[src/rtl/adc_seqctrl_if.sv]
// Conversion request and result hand-off between adc_seqctrl (master) and its consumer (slave).
// Handshake: result moves when result_valid && result_ready on a rising clk; result_valid never drops without that.
interface adc_seqctrl_if #(
    parameter int NBITS = 16
);
    logic             start;
    logic             busy;
    logic [NBITS-1:0] result;
    logic             result_valid;
    logic             result_ready;
    logic             overrun;

    modport master (
        input  start,
        input  result_ready,
        output busy,
        output result,
        output result_valid,
        output overrun
    );

    modport slave (
        output start,
        output result_ready,
        input  busy,
        input  result,
        input  result_valid,
        input  overrun
    );
endinterface

[src/rtl/adc_seqctrl.sv]
// SAR ADC phase sequencer and MSB-first comp_out deserialiser with a valid/ready result port.
// Optional ADC_SEQ_CONT_EN adds the cont input for back-to-back conversions.
module adc_seqctrl #(
    parameter int NBITS       = 16,
    parameter int SAMP_CYCLES = 4,
    parameter int CNT_W       = 3
) (
    input  logic                clk,
    input  logic                rst,
    adc_seqctrl_if.master       bus,
    output logic                seq_init,
    output logic                seq_samp,
    output logic                seq_comp,
    output logic                seq_update,
    input  logic                comp_out,
`ifdef ADC_SEQ_CONT_EN
    input  logic                cont,
`endif
    output logic [2:0]          state_dbg
);
    localparam int IDX_W = (NBITS > 1) ? $clog2(NBITS) : 1;
    localparam logic [IDX_W-1:0] IDX_TOP   = IDX_W'(NBITS - 1);
    localparam logic [CNT_W-1:0] SAMP_LAST = CNT_W'(SAMP_CYCLES - 1);

    typedef enum logic [2:0] {
        IDLE   = 3'd0,
        INIT   = 3'd1,
        SAMP   = 3'd2,
        COMP   = 3'd3,
        LATCH  = 3'd4,
        UPDATE = 3'd5
    } state_t;

    state_t           state, state_next;
    logic [IDX_W-1:0] idx, idx_next;
    logic [CNT_W-1:0] cnt, cnt_next;
    logic [NBITS-1:0] sr, sr_next;
    logic             done;
    logic             cont_go;

`ifdef ADC_SEQ_CONT_EN
    assign cont_go = cont;
`else
    assign cont_go = 1'b0;
`endif

    assign state_dbg = state;

    always_comb begin
        state_next = state;
        idx_next   = idx;
        cnt_next   = cnt;
        sr_next    = sr;
        done       = 1'b0;
        case (state)
            IDLE: begin
                if (bus.start) begin
                    state_next = INIT;
                    idx_next   = IDX_TOP;
                    sr_next    = '0;
                end
            end
            INIT: begin
                state_next = SAMP;
                cnt_next   = '0;
            end
            SAMP: begin
                if (cnt == SAMP_LAST) state_next = COMP;
                else                  cnt_next   = cnt + 1'b1;
            end
            COMP:  state_next = LATCH;
            LATCH: begin
                sr_next[idx] = comp_out;
                state_next   = UPDATE;
            end
            UPDATE: begin
                if (idx != '0) begin
                    idx_next   = idx - 1'b1;
                    state_next = COMP;
                end else begin
                    // Last decision taken; in continuous mode the next conversion restarts at INIT.
                    done       = 1'b1;
                    idx_next   = IDX_TOP;
                    state_next = cont_go ? INIT : IDLE;
                end
            end
            default: state_next = IDLE;
        endcase
    end

    always_ff @(posedge clk or posedge rst) begin
        if (rst) begin
            state            <= IDLE;
            idx              <= '0;
            cnt              <= '0;
            sr               <= '0;
            seq_init         <= 1'b0;
            seq_samp         <= 1'b0;
            seq_comp         <= 1'b0;
            seq_update       <= 1'b0;
            bus.busy         <= 1'b0;
            bus.result       <= '0;
            bus.result_valid <= 1'b0;
            bus.overrun      <= 1'b0;
        end else begin
            state      <= state_next;
            idx        <= idx_next;
            cnt        <= cnt_next;
            sr         <= sr_next;
            // Strobes and busy are registered decodes of the state being entered.
            seq_init   <= (state_next == INIT);
            seq_samp   <= (state_next == SAMP);
            seq_comp   <= (state_next == COMP);
            seq_update <= (state_next == UPDATE);
            bus.busy   <= (state_next != IDLE);
            if (done) begin
                bus.result       <= sr;
                bus.result_valid <= 1'b1;
                if (bus.result_valid && !bus.result_ready) bus.overrun <= 1'b1;
            end else if (bus.result_valid && bus.result_ready) begin
                bus.result_valid <= 1'b0;
            end
        end
    end
endmodule

[src/flat_wrapper.sv]
// flat-port wrapper written by rule: the top's interface ports become plain ports
module adc_seqctrl_flat 
#(
    parameter int NBITS       = 16,
    parameter int SAMP_CYCLES = 4,
    parameter int CNT_W       = 3
)
  (clk, rst, seq_init, seq_samp, seq_comp, seq_update, comp_out, state_dbg, bus_start, bus_result_ready, bus_busy, bus_result, bus_result_valid, bus_overrun);
  adc_seqctrl_if #(.NBITS(NBITS)) bus_i ();
  input  logic clk;
  input  logic rst;
  output logic seq_init;
  output logic seq_samp;
  output logic seq_comp;
  output logic seq_update;
  input  logic comp_out;
  output logic [2:0] state_dbg;
  input wire logic [$bits(bus_i.start)-1:0] bus_start;
  input wire logic [$bits(bus_i.result_ready)-1:0] bus_result_ready;
  output wire logic [$bits(bus_i.busy)-1:0] bus_busy;
  output wire logic [$bits(bus_i.result)-1:0] bus_result;
  output wire logic [$bits(bus_i.result_valid)-1:0] bus_result_valid;
  output wire logic [$bits(bus_i.overrun)-1:0] bus_overrun;
  assign bus_i.start = bus_start;
  assign bus_i.result_ready = bus_result_ready;
  assign bus_busy = bus_i.busy;
  assign bus_result = bus_i.result;
  assign bus_result_valid = bus_i.result_valid;
  assign bus_overrun = bus_i.overrun;
  adc_seqctrl #(.NBITS(NBITS), .SAMP_CYCLES(SAMP_CYCLES), .CNT_W(CNT_W)) u_core (.clk(clk), .rst(rst), .bus(bus_i), .seq_init(seq_init), .seq_samp(seq_samp), .seq_comp(seq_comp), .seq_update(seq_update), .comp_out(comp_out), .state_dbg(state_dbg));
endmodule
[config.mk]
export PLATFORM = sky130hd
export DESIGN_NAME = adc_seqctrl_flat
export DESIGN_NICKNAME = d
export VERILOG_FILES = /design/src/rtl/adc_seqctrl_if.sv /design/src/rtl/adc_seqctrl.sv /design/src/flat_wrapper.sv
export SDC_FILE = /design/constraint.sdc
export NUM_CORES = 1
export LEC_CHECK = 0
export ABC_CLOCK_PERIOD_IN_PS = 1900
export CORE_ASPECT_RATIO = 1.25
export CORE_MARGIN = 4
export CORE_UTILIZATION = 40
export DETAILED_ROUTE_END_ITERATION = 7
export PLACE_DENSITY = 0.72
export SLEW_MARGIN = 20
export SYNTH_ARGS = -nofsm -noshare
export SYNTH_HDL_FRONTEND = slang
export SYNTH_SLANG_ARGS = --single-unit
[constraint.sdc]
create_clock -name clk -period 1.9 [get_ports clk]
set_input_delay 0.38 -clock clk [delete_from_list [all_inputs] [get_ports clk]]
set_output_delay 0.38 -clock clk [all_outputs]
set_load 0.01 [all_outputs]
# ---- After elaboration in Yosys (flattened, before gate mapping)
# Cells that the tools add are included.
# W data, S select, Z words.
dict set report word_totals {
  elab_cells 61
  reg_bits 49
  out_inout_bits 26
}
dict set report classes {
  muxes 18
  reduce_logical 15
  n_addsub 2
  n_eq_ne 12
  magnitude_cmp 2
}
# operator count
set ops {}
lappend ops {{$pmux W16 S2} 1}
lappend ops {{$pmux W3 S6} 1}
lappend ops {{$bwmux W16} 1}
lappend ops {{$mux W16} 1}
lappend ops {{$eq A3 B2 Y1 const B} 5}
lappend ops {{$eq A3 B3 Y1 const B} 3}
lappend ops {{$mux W3} 3}
lappend ops {{$mux W4} 2}
lappend ops {{$pmux W4 S2} 1}
lappend ops {{$reduce_and A2 Y1} 4}
lappend ops {{$reduce_bool A2 Y1} 4}
lappend ops {{$eq A3 B1 Y1 const B} 2}
lappend ops {{$pmux W3 S2} 1}
lappend ops {{$lt A4 B5 Y1 const B} 1}
lappend ops {{$mux W1} 5}
lappend ops {{$demux W1 S4} 1}
lappend ops {{$ge A4 B1 Y1 const B} 1}
lappend ops {{$ne A2 B2 Y1 const B} 2}
lappend ops {{$reduce_bool A4 Y1} 1}
lappend ops {{$sub A4 B1 Y4 const B} 1}
lappend ops {{$add A3 B1 Y3 const B} 1}
lappend ops {{$logic_and A1 B1 Y1} 3}
lappend ops {{$logic_not A3 Y1} 1}
lappend ops {{$reduce_bool A3 Y1} 1}
lappend ops {{2 further kinds} 2}

# ---- Longest topological paths before layout
dict set report logic_depth {
  word_depth 6
  ltp_mapped 5
  ltp_nobuf 5
}

# ---- Worst setup path after synthesis
# Ideal clock, no wire load.
dict set report synth_timing {
  path_type {register to register}
  startpoint {reg u_core.cnt[0]}
  endpoint {reg u_core.cnt[0]}
  path_slack_ns 0.279
  stages_incl_launch_ff 6
  setup_ns 0.076
  t_arrival_ns 1.546
  path_cell_list {dfrtp_1 ha_1 ha_1 or3b_1 mux2_2 o2bb2ai_2}
}
dict set report synth_between {
  elab_chain_cells 3
  word_cells_on_any_way 6
  classes_between {add/sub: 1; eq/ne: 2; mux: 2; reduce/logical: 1}
}
# item line
set synth_lines {}
lappend synth_lines {{from (decl)} adc_seqctrl.sv:36} ;# logic [CNT_W-1:0] cnt, cnt_next;
lappend synth_lines {{from (signal assigned)} adc_seqctrl.sv:108} ;# cnt <= cnt_next;
lappend synth_lines {{$add A3 B1 Y3 or $eq A3 B2 Y1 (tied branches)} {adc_seqctrl.sv:69, adc_seqctrl.sv:68}}
lappend synth_lines {{$mux W3 or $ne A2 B2 Y1 (tied branches)} n/a}
lappend synth_lines {{$pmux W3 S2 or $reduce_and A2 Y1 (tied branches)} n/a}
# Several ways; a longest one is shown, not always the timed one. The select of a mux whose other input is x is not followed.
# A chain may end at the register's enable or synchronous reset.

# ---- Worst setup path in the final report
dict set report layout_timing {
  startpoint {reg u_core.state[1], in the netlist u_core.state_dbg[1]}
  endpoint {out state_dbg[1]}
}
# item line
set layout_lines {}
lappend layout_lines {{from (decl)} adc_seqctrl.sv:34} ;# state_t state, state_next;
lappend layout_lines {{from (signal assigned)} adc_seqctrl.sv:106} ;# state <= state_next;
lappend layout_lines {{to (decl)} flat_wrapper.sv:17} ;# output logic [2:0] state_dbg;
# No word-level cell between the ends.

==> reports/results.txt <==
The headroom to the max-slew limit was 65.91%; the largest net degree at the start of global routing was 50. The flow ran to the end, and the final reports show no timing, DRC or antenna violations. 31 I/O pins were placed. The count of final max-slew check failures came out at 0. Data on the critical path is required at its endpoint by 1.52 ns. Counting flops and latches in the post-synthesis netlist gives 49. The run gives 0 as the final number of hold-violating endpoints.

Critical path launch point type: a flip-flop. The total buffers and inverters traversed by the critical path works out to 1. On the worst path, the slowest cell contributes a delay of 0.59 ns. At the pin with the least slew margin, the transition time is 0.5098 ns.

The simple-gate share of the synthesized area was 17.10%. For this run, the share of the core covered by cells in the final layout is 49.08%. The tools report the total half-perimeter wirelength after legalization and detailed placement as 3184 um. The worst register-to-register path begins at u_core.idx[1]. For the combined area of all synthesized cells, the log shows 2379 um^2. The static power due to leakage is 1.341 nW. The run gives 0 ns as the total negative setup slack. The smallest clock period supported by the final layout is computed as 1.762 ns. Dividing the detail-routed via count by the number of cells gives 5.520.

After detailed routing, the number of remaining DRC violations is 0. The run gives 31 as the number of rows created at floorplan. Hold repair after CTS inserted 0 buffers. Along the worst path, the maximum fanout reaches 8. The signal on the critical path passes through clkdlybuf4s50_1. The floorplan step defined a core boundary enclosing 5779 um^2. The run gives 0.8134 as the placer's final routability congestion estimate.

Average detailed-routed wire length per instance: 15.14 um. For this design the total switching power over the nets is 0.9141 mW. The cell type of the slowest stage on the worst timing path is sky130_fd_sc_hd__clkdlybuf4s50_1.

The length in cells of the worst reg-to-reg path was 5; the number of antenna violations at the first check in global routing was 0. The mean area per synthesized cell is 11.95 um^2. The worst setup path is captured at an output pin. The synthesis warning total came out at 0. For the final database, setup skew stands at 0.007584 ns. After the first detailed-routing iteration, the DRC count stood at 70. The clock-pin slew on the worst setup and hold paths works out to 0.09 ns.

Cell chosen for the clock root: sky130_fd_sc_hd__clkbuf_8. Post-route antenna net violation count: 0. The tools report the first-pass GRT wire length as 7941 um.

For the proportion of power drawn by combinational gates, the log shows 32.3%. The post-route netlist has 18.97% of its cells at a drive strength greater than 1. The post-CTS setup-driven buffer insertion count came out at 0. The antenna cell count was 0.

For the critical path data arrival time, the log shows 1.38 ns. The family with the most delay on the worst path was buffers and inverters. Buffers placed on the I/O ports in this run total 30. The relative contribution of sequential cells to total power was 46.4%; the global-route congestion overflow total was 0. Derived from the worst setup path, the maximum achievable clock frequency is 0.5675 GHz. The dominant combinational cell family by area after synthesis was simple AND/OR/NAND/NOR gates.

Measured against the total synthesized area, the mux share comes to 9.732%. For this configuration, the core starts out at a cell density of 41.16%. Yosys attributes the largest share of cell area to sky130_fd_sc_hd__dfrtp_1 (52%), sky130_fd_sc_hd__mux2_4 (5.0%), sky130_fd_sc_hd__mux2_2 (4.3%), sky130_fd_sc_hd__o211ai_1 (3.8%), sky130_fd_sc_hd__ha_1 (3.7%). Of the total power, the share spent switching nets is 32.34%.

The gate count after technology mapping is 199. In this run the number of H-tree levels came out at 2. The endpoint identified for the worst register-to-register timing path is u_core.sr[0]. The tool flagged a number of max-cap violations equal to 0. The synthesized net count was 211; the part of the cycle the worst path needs was 92.73%. The run gives 0.4220 ns as the minimum hold slack.

The class of the tightest hold or removal check is input port to asynchronous set/reset pin. In this run the cell area measured after placement is 2744 um^2. Summing the areas of all xor and xnor instances in the mapped netlist gives 0.7365% of the synthesized area.

The tools report the number of distinct standard cells referenced by the synthesized netlist as 44. The clock passes through at most 2 buffers. The tools report the clock group share of total power as 21.2%. Setup repair after global routing left no endpoint under its margin. For this run, the total global-route usage over all layers was measured as 13.74%.

Summed over its instances, the top area cell type makes up 51.55% of the synthesized netlist area. The run gives 1628 as the number of global-route vias before repair. The die covers 7252 um^2.

The most critical setup path has its startpoint at u_core.state_dbg[1]. After synthesis, flip-flops and latches occupy 51.55% of the total area. The arithmetic-cell share of the synthesized area counting full adders, half adders and majority gates was 3.682%; the number of gates given a new drive strength after cts was 0. The power density over the cells works out to 996.4 nW/um^2. The tools report the area of all placed cells without fillers as 2836 um^2. The setup check on the worst reg-to-reg path leaves a slack of 0.16 ns. The tools report the total number of nets in the final design as 243. Setup violations remaining at the end of the flow were counted as 0. The total number of vias came out at 1645. TritonCTS built the clock tree. The die extent in y came out at 94.22 um. Summed over all instances, the cell type with the most area after synthesis is sky130_fd_sc_hd__dfrtp_1. The x dimension of the die was 76.97 um. In this run, CTS created clock tree buffers numbering 5.

The clock network latency to the later pin of the worst-skew pair was 0.30 ns. The fraction of the mapped netlist area in compound gates is 12.31%, and the internal power component is 1.912 mW. Clock net sink count: 49.

The worst setup path is of the flip-flop to output pin kind. The wire length reported by the detailed router was 4512 um. First-pass iteration count of the detailed router: 4.

The maximum vdd drop is 0.5598 mV. From synthesis to final layout, the design area changed by 19.25%.
## logic make-up after synthesis
logic type      count (synthesis)
simple gates                   65
fa+ha+maj                       7
mux                            18
compound gates                 38
flops                          49
xor+xnor                        2
buf+inv                        20
## how the worst max path moves through the flow
stage                    end  slack, ns  cells past startpoint
6_report        state_dbg[1]       0.14                      1
5_1_grt         u_core.sr[0]       0.06                      5
4_1_cts         state_dbg[0]       0.05                      1
3_5_place_dp   u_core.idx[2]       0.02                      4
3_3_place_gp   u_core.idx[2]       0.06                      4
2_1_floorplan  u_core.cnt[0]       0.28                      5
## cell type report
| class | count | area [um^2] |
|---|---|---|
| Clock inverter | 3 | 22.52 |
| Sequential cell | 49 | 1227 |
| Tap cell | 66 | 82.58 |
| Timing Repair Buffer | 38 | 372.9 |
| Multi-Input combinational cell | 130 | 1036 |
| Fill cell | 515 | 2943 |
| Inverter | 7 | 26.28 |
| Clock buffer | 5 | 68.82 |
## registers in the layout (all words and copies together), names as in the netlist
signal and count:
u_core.seq_update 1, u_core.cnt 3, u_core.seq_comp 1, u_core.bus.busy 1, u_core.seq_init 1, u_core.idx 4, u_core.state_dbg 3, u_core.bus.overrun 1
u_core.bus.result_valid 1, u_core.bus.result 16, u_core.sr 16, u_core.seq_samp 1
## placed cells by master (no fill, tap or decap), types with 5 or more instances in the layout
| cell | synthesis | final |
|---|---|---|
| sky130_fd_sc_hd__mux2_2 | 9 | 9 |
| sky130_fd_sc_hd__ha_1 | 7 | 7 |
| sky130_fd_sc_hd__mux2_4 | 8 | 8 |
| sky130_fd_sc_hd__nand2_1 | 20 | 20 |
| sky130_fd_sc_hd__clkbuf_8 | 0 | 5 |
| sky130_fd_sc_hd__clkdlybuf4s50_1 | 0 | 30 |
| sky130_fd_sc_hd__o211ai_1 | 12 | 12 |
| sky130_fd_sc_hd__dfrtp_1 | 49 | 48 |
| sky130_fd_sc_hd__nand3_1 | 13 | 13 |
| sky130_fd_sc_hd__inv_1 | 7 | 6 |
| sky130_fd_sc_hd__buf_4 | 1 | 7 |
## through the flow
stage | setup WS, ns | power, mW | cells
finish | 0.1380 | 2.826 | 298
CTS | 0.04655 | 2.872 | 298
detailed placement | 0.01884 | 2.243 | 290
global route | 0.05795 | 3.035 | 298
global placement | 0.05881 | 2.225 | 290
floorplan | 0.2787 | 1.973 | 199
## power groups by stage
stage,Combinational (mW),Sequential [mW],Clock [mW]
2_1_floorplan,0.660,1.31,0
3_3_place_gp,0.897,1.33,0
3_5_place_dp,0.916,1.33,0
4_1_cts,0.921,1.31,0.640
5_1_grt,1.02,1.34,0.680
6_report,0.913,1.31,0.600
## cells in the mapped netlist (all sizes together)
cell type / n
a21o: 4
a211o: 1
or4b: 1
xor2: 1
a2bb2oi: 2
o21ai: 3
mux2: 17
nand3b: 2
nor3: 1
o311ai: 4
and3b: 1
dfrtp: 49
nor2b: 3
nor2: 5
nor4: 1
nand2b: 4
nand4bb: 4
nand3: 14
inv: 7
o32a: 1
nand2: 20
and4bb: 4
o2bb2ai: 3
mux2i: 1
a21oi: 3
xnor2: 1
ha: 7
clkbuf: 4
buf: 9
o22ai: 1
or3b: 1
o221ai: 1
nand4: 4
a22o: 1
o21bai: 2
o211ai: 12
## metal layers
layer	GRT usage, %	part of all wire, %
met1	17.14	47
met2	23.33	49
met3	2.975	2.6
met4	5.193	1.1
met5	0	0
(Power assumes the default switching activity.)
